$ cat config.mk
export PLATFORM = sky130hd
export DESIGN_NAME = mult_recon
export DESIGN_NICKNAME = d
export VERILOG_FILES = /design/src/rtl/mult_recon.sv
export SDC_FILE = /design/constraint.sdc
export NUM_CORES = 1
export LEC_CHECK = 0
export CAP_MARGIN = 0
export CORE_MARGIN = 2
export CORE_UTILIZATION = 52
export DETAILED_ROUTE_END_ITERATION = 6
export PLACE_DENSITY = 0.8
export SETUP_SLACK_MARGIN = 0.5
export SLEW_MARGIN = 40
export SYNTH_ARGS = -nofsm -noshare
export SYNTH_HDL_FRONTEND = slang
export SYNTH_SLANG_ARGS = --single-unit
$ cat constraint.sdc
create_clock -name clk -period 2.2 [get_ports clk]
set_clock_uncertainty 0.15 [all_clocks]
set_input_delay 0.44 -clock clk [delete_from_list [all_inputs] [get_ports clk]]
set_output_delay 0.44 -clock clk [all_outputs]
set_load 0.01 [all_outputs]
$ cat src/rtl/mult_recon.sv
// mult_recon: sequential shift-add multiplier that rebuilds a dividend from a
// quotient/remainder pair, y = q*d + r. Companion to the restoring divider:
// operand registers, a 2N+1 bit product/shift register, one adder, an
// iteration counter and a four-state controller.
module mult_recon #(
   parameter int N = 5
) (
   input  logic           clk,
   input  logic           rst,
   input  logic           start,
   input  logic [N-1:0]   q,
   input  logic [N-1:0]   d,
   input  logic [N-1:0]   r,
   output logic           ready,
   output logic           busy,
   output logic           done,
   output logic [2*N-1:0] y,
   output logic           err
);

   localparam int CNT_W = (N > 1) ? $clog2(N) : 1;

   typedef enum logic [1:0] {
      IDLE = 2'd0,
      CALC = 2'd1,
      ADDR = 2'd2,
      DONE = 2'd3
   } state_t;

   state_t           state_r;
   state_t           state_next_s;
   logic             accept_s;
   logic             last_s;

   logic [N-1:0]     d_r;
   logic [N-1:0]     r_r;
   logic [2*N:0]     p_r;
   logic [CNT_W-1:0] cnt_r;
   logic             err_pend_r;
   logic [2*N-1:0]   y_r;
   logic             err_r;
   logic             ready_r;
   logic             busy_r;
   logic             done_r;

   logic [N:0]       add_s;
   logic [2*N:0]     step_s;
   logic [2*N:0]     shifted_s;
   logic [2*N:0]     sum_s;
   logic             err_chk_s;

   assign ready = ready_r;
   assign busy  = busy_r;
   assign done  = done_r;
   assign y     = y_r;
   assign err   = err_r;

   // Controller next state; start is honoured only in IDLE and DONE.
   always_comb begin
      state_next_s = state_r;
      accept_s     = 1'b0;
      last_s       = (cnt_r == CNT_W'(N - 1));
      case (state_r)
         IDLE: begin
            if (start) begin
               state_next_s = CALC;
               accept_s     = 1'b1;
            end else begin
               state_next_s = IDLE;
            end
         end
         CALC: begin
            if (last_s) begin
               state_next_s = ADDR;
            end else begin
               state_next_s = CALC;
            end
         end
         ADDR: begin
            state_next_s = DONE;
         end
         DONE: begin
            if (start) begin
               state_next_s = CALC;
               accept_s     = 1'b1;
            end else begin
               state_next_s = IDLE;
            end
         end
         default: begin
            state_next_s = IDLE;
         end
      endcase
   end

   // Controller state register.
   always_ff @(posedge clk) begin
      if (rst) begin
         state_r <= IDLE;
      end else begin
         state_r <= state_next_s;
      end
   end

   // Datapath arithmetic: conditional add into the upper half, shift, final addend.
   always_comb begin
      add_s     = p_r[2*N:N] + {1'b0, d_r};
      step_s    = p_r;
      if (p_r[0]) begin
         step_s = {add_s, p_r[N-1:0]};
      end else begin
         step_s = p_r;
      end
      shifted_s = {1'b0, step_s[2*N:1]};
      sum_s     = p_r + {{(N+1){1'b0}}, r_r};
      err_chk_s = (d == {N{1'b0}}) | ({1'b0, r} >= {1'b0, d});
   end

   // Datapath registers; y/err only move on the ADDR edge so they hold across a new run.
   always_ff @(posedge clk) begin
      if (rst) begin
         d_r        <= {N{1'b0}};
         r_r        <= {N{1'b0}};
         p_r        <= {(2*N+1){1'b0}};
         cnt_r      <= {CNT_W{1'b0}};
         err_pend_r <= 1'b0;
         y_r        <= {(2*N){1'b0}};
         err_r      <= 1'b0;
      end else if (accept_s) begin
         d_r        <= d;
         r_r        <= r;
         p_r        <= {{(N+1){1'b0}}, q};
         cnt_r      <= {CNT_W{1'b0}};
         err_pend_r <= err_chk_s;
      end else if (state_r == CALC) begin
         p_r        <= shifted_s;
         cnt_r      <= cnt_r + CNT_W'(1);
      end else if (state_r == ADDR) begin
         p_r        <= sum_s;
         y_r        <= sum_s[2*N-1:0];
         err_r      <= err_pend_r;
      end else begin
         p_r        <= p_r;
      end
   end

   // Status flags registered from the next state so they line up with state_r.
   always_ff @(posedge clk) begin
      if (rst) begin
         ready_r <= 1'b1;
         busy_r  <= 1'b0;
         done_r  <= 1'b0;
      end else begin
         ready_r <= (state_next_s == IDLE) || (state_next_s == DONE);
         busy_r  <= (state_next_s == CALC) || (state_next_s == ADDR);
         done_r  <= (state_next_s == DONE);
      end
   end

endmodule
==> results.json <==
{
  "stdcell_count": 409,
  "antenna_found_initial": 0,
  "leakage_uw": 0.00134,
  "gp_congestion": 0.852,
  "area_delta_synth_final_pct": 42.0,
  "rows": 24,
  "min_path_type": "register to register",
  "drv_cap": 0,
  "fin_hold_ws_ps": 319,
  "fp.dieH_um": 72.3,
  "dieArea_um2": 5230,
  "avgSynthCellArea_um2": 7.95,
  "path_max_fanout": 6,
  "slew_viol_final": 0,
  "synth_ff_type": "dfxtp_1",
  "synthArstFlopShare_pct": 0,
  "synth_seq_cells": 41,
  "ant_nets": 0,
  "io_pins": 32,
  "place_inst": 389,
  "synth_cells": 305,
  "fin_crit_sh_pct": 90.0,
  "core_um2": 4410,
  "yosys.area.top_type": "dfxtp_1",
  "io_buffers": 31,
  "overflow": 0,
  "synth_top_area_share_pct": 33.8,
  "cts_max_path_buffers": 2,
  "crit_path_end_kind": "register",
  "setup_violations": 0,
  "cts_root_buf": "clkbuf_8",
  "grt_pass1_vias": 2188,
  "rsz0062_at_grt": "yes",
  "fp.dieW_um": 72.3,
  "synth.distinct_cells": 43,
  "globalRouteTotalUtil_pct": 25.1,
  "max_freq_mhz": 505,
  "dr.pass1.iters": 5,
  "synth_top_cells_by_area": "dfxtp_1, ha_1, a21oi_1, nand2_1, nor2_1",
  "criticalPathCategory": "register to register",
  "seq_area_frac_synth_pct": 33.8,
  "post-route-util_pct": 78.0,
  "worstMarginPinSlew_ps": 295,
  "clkLatencyLatePin_ps": 300,
  "numCtsBuffers": 5,
  "grt_pass1_wl_um": 10200,
  "synth_edf_count": 0,
  "start_util_pct": 55.0,
  "fin_nets": 395,
  "layout-drive-gt1-share_pct": 27.5,
  "syn_nets": 344,
  "crit_arrival_ps": 2050,
  "cts.sinks": 41,
  "wl_per_cell_um": 16.9,
  "hpwl_um": 4100,
  "cts_hold_buf": 0,
  "fin_crit_ps": 1980,
  "power_density_nw_per_um2": 541,
  "wirelength_um": 6920,
  "diodes": 0,
  "vias": 2439,
  "relSlewSlack_pct": 80.2,
  "ys_warn_count": 0,
  "hold_viol_final": 0,
  "grt_max_degree": 21,
  "ir_drop_v": 0.000346,
  "cts_htree_levels": 2,
  "cts_tree": "done",
  "status": "completed",
  "drt_iter0_drc": 218,
  "post_drt_via_cell_ratio": 5.96,
  "drc_errors": 0,
  "syn_area_um2": 2430,
  "crit_path_start_kind": "register",
  "critPathRequiredTime_ps": 2270,
  "cts.clk_slew.worst_paths_ps": 80
}
synthesized netlist by cell type, types with 2 or more instances:
library cell	n
clkbuf_1	12
nor2b_1	6
nand2_1	37
and3_1	3
a211oi_1	10
o211ai_1	3
dfxtp_1	41
nor3_1	5
nor2_1	26
o21a_1	3
a21oi_2	2
buf_2	5
a21o_1	4
mux2i_1	8
a311oi_1	3
o21ai_0	12
xnor2_1	6
a31oi_1	2
o21ai_1	2
a21oi_1	35
nand2b_1	11
or3_1	5
inv_1	18
ha_1	19
nand3_1	6
fa_1	2
nor3b_1	2
a22oi_1	2
cell families after synthesis:
kind of cell    count (synthesis)  synth area share (%)
buf+inv                        36                  5.83
compound gates                 85                  22.0
flops                          41                  33.8
simple gates                  107                  21.0
fa+ha+maj                      21                  11.4
xor+xnor                        7                  2.53
mux                             8                  3.30
per-layer routing:
metal	routed length, µm	global-route usage, %
met5	0	0
met4	124	8.18
met3	373	5.28
met2	3380	42.0
met1	3050	32.2
metrics by stage:
stage	total power (µW)	setup TNS, ps	cell area (µm²)	worst slack [ps]
6_report	1860	0	3440	219
5_1_grt	1930	0	3440	151
4_1_cts	1800	0	3260	308
3_5_place_dp	1130	-65.3	2930	-65.3
3_3_place_gp	1120	0	2930	0.659
2_1_floorplan	1010	0	2490	347
layout by cell type, fill, tap and decap left out, drive strengths merged, types with 2 or more instances in the layout:
master | synthesis | routed
a211oi | 10 | 10
a21o | 4 | 4
a21oi | 37 | 37
a22oi | 2 | 2
a311oi | 3 | 3
a31oi | 2 | 2
and3 | 3 | 3
buf | 6 | 31
clkbuf | 12 | 7
clkdlybuf4s15 | 0 | 2
clkdlybuf4s50 | 0 | 12
dfxtp | 41 | 41
dlygate4sd2 | 0 | 17
fa | 2 | 2
ha | 19 | 19
inv | 18 | 18
mux2i | 8 | 8
nand2 | 38 | 38
nand2b | 11 | 11
nand3 | 6 | 6
nor2 | 26 | 26
nor2b | 6 | 6
nor3 | 5 | 5
nor3b | 2 | 2
o211ai | 3 | 3
o21a | 4 | 4
o21ai | 14 | 14
or3 | 5 | 5
xnor2 | 6 | 6
layout make-up:
class	count	area (µm²)
Multi-Input combinational cell	228	1800
Timing Repair Buffer	62	552
Sequential cell	41	843
Clock buffer	7	86.3
Clock inverter	1	30.0
Tap cell	52	65.1
Fill cell	289	970
Inverter	18	67.6
power by group:
part	leakage, µW	internal, µW	switching, µW
registers	0.000340	774	27.4
clock network	0.0000585	370	271
logic	0.000941	204	216
critical path: stages, from the launching register on:
cell     delay (ps)
dfxtp_2         350
ha_4            300
nor2b_1         150
o21a_2          230
o21a_4          230
or3_1           330
a31oi_1         170
flip-flops by register name, summed over array words and instances, names as in the netlist, 2 cells and up:
register	cells
p_r	11
y	10
r_r	5
d_r	5
cnt_r	3
state_r	2
repair_timing:
action,in CTS,in global routing
setup buffers,9,3
gates cloned,0,0
resized for setup,60,31
setup endpoints to repair,35,19
hold endpoints to repair,0,0
pin swaps,27,23
path summary, 6_finish.rpt:
path | start | to | slack, ps | depth (start not counted)
hold reg to reg | y[3]$_SDFFE_PP0P_ | y[3]$_SDFFE_PP0P_ | 320 | 2
setup reg to reg | r_r[2]$_SDFFE_PP0P_ | y[8]$_SDFFE_PP0P_ | 220 | 6
hold / removal | y[3]$_SDFFE_PP0P_ | y[3]$_SDFFE_PP0P_ | 320 | 2
setup / recovery | r_r[2]$_SDFFE_PP0P_ | y[8]$_SDFFE_PP0P_ | 220 | 6
(Power assumes the default switching activity.)
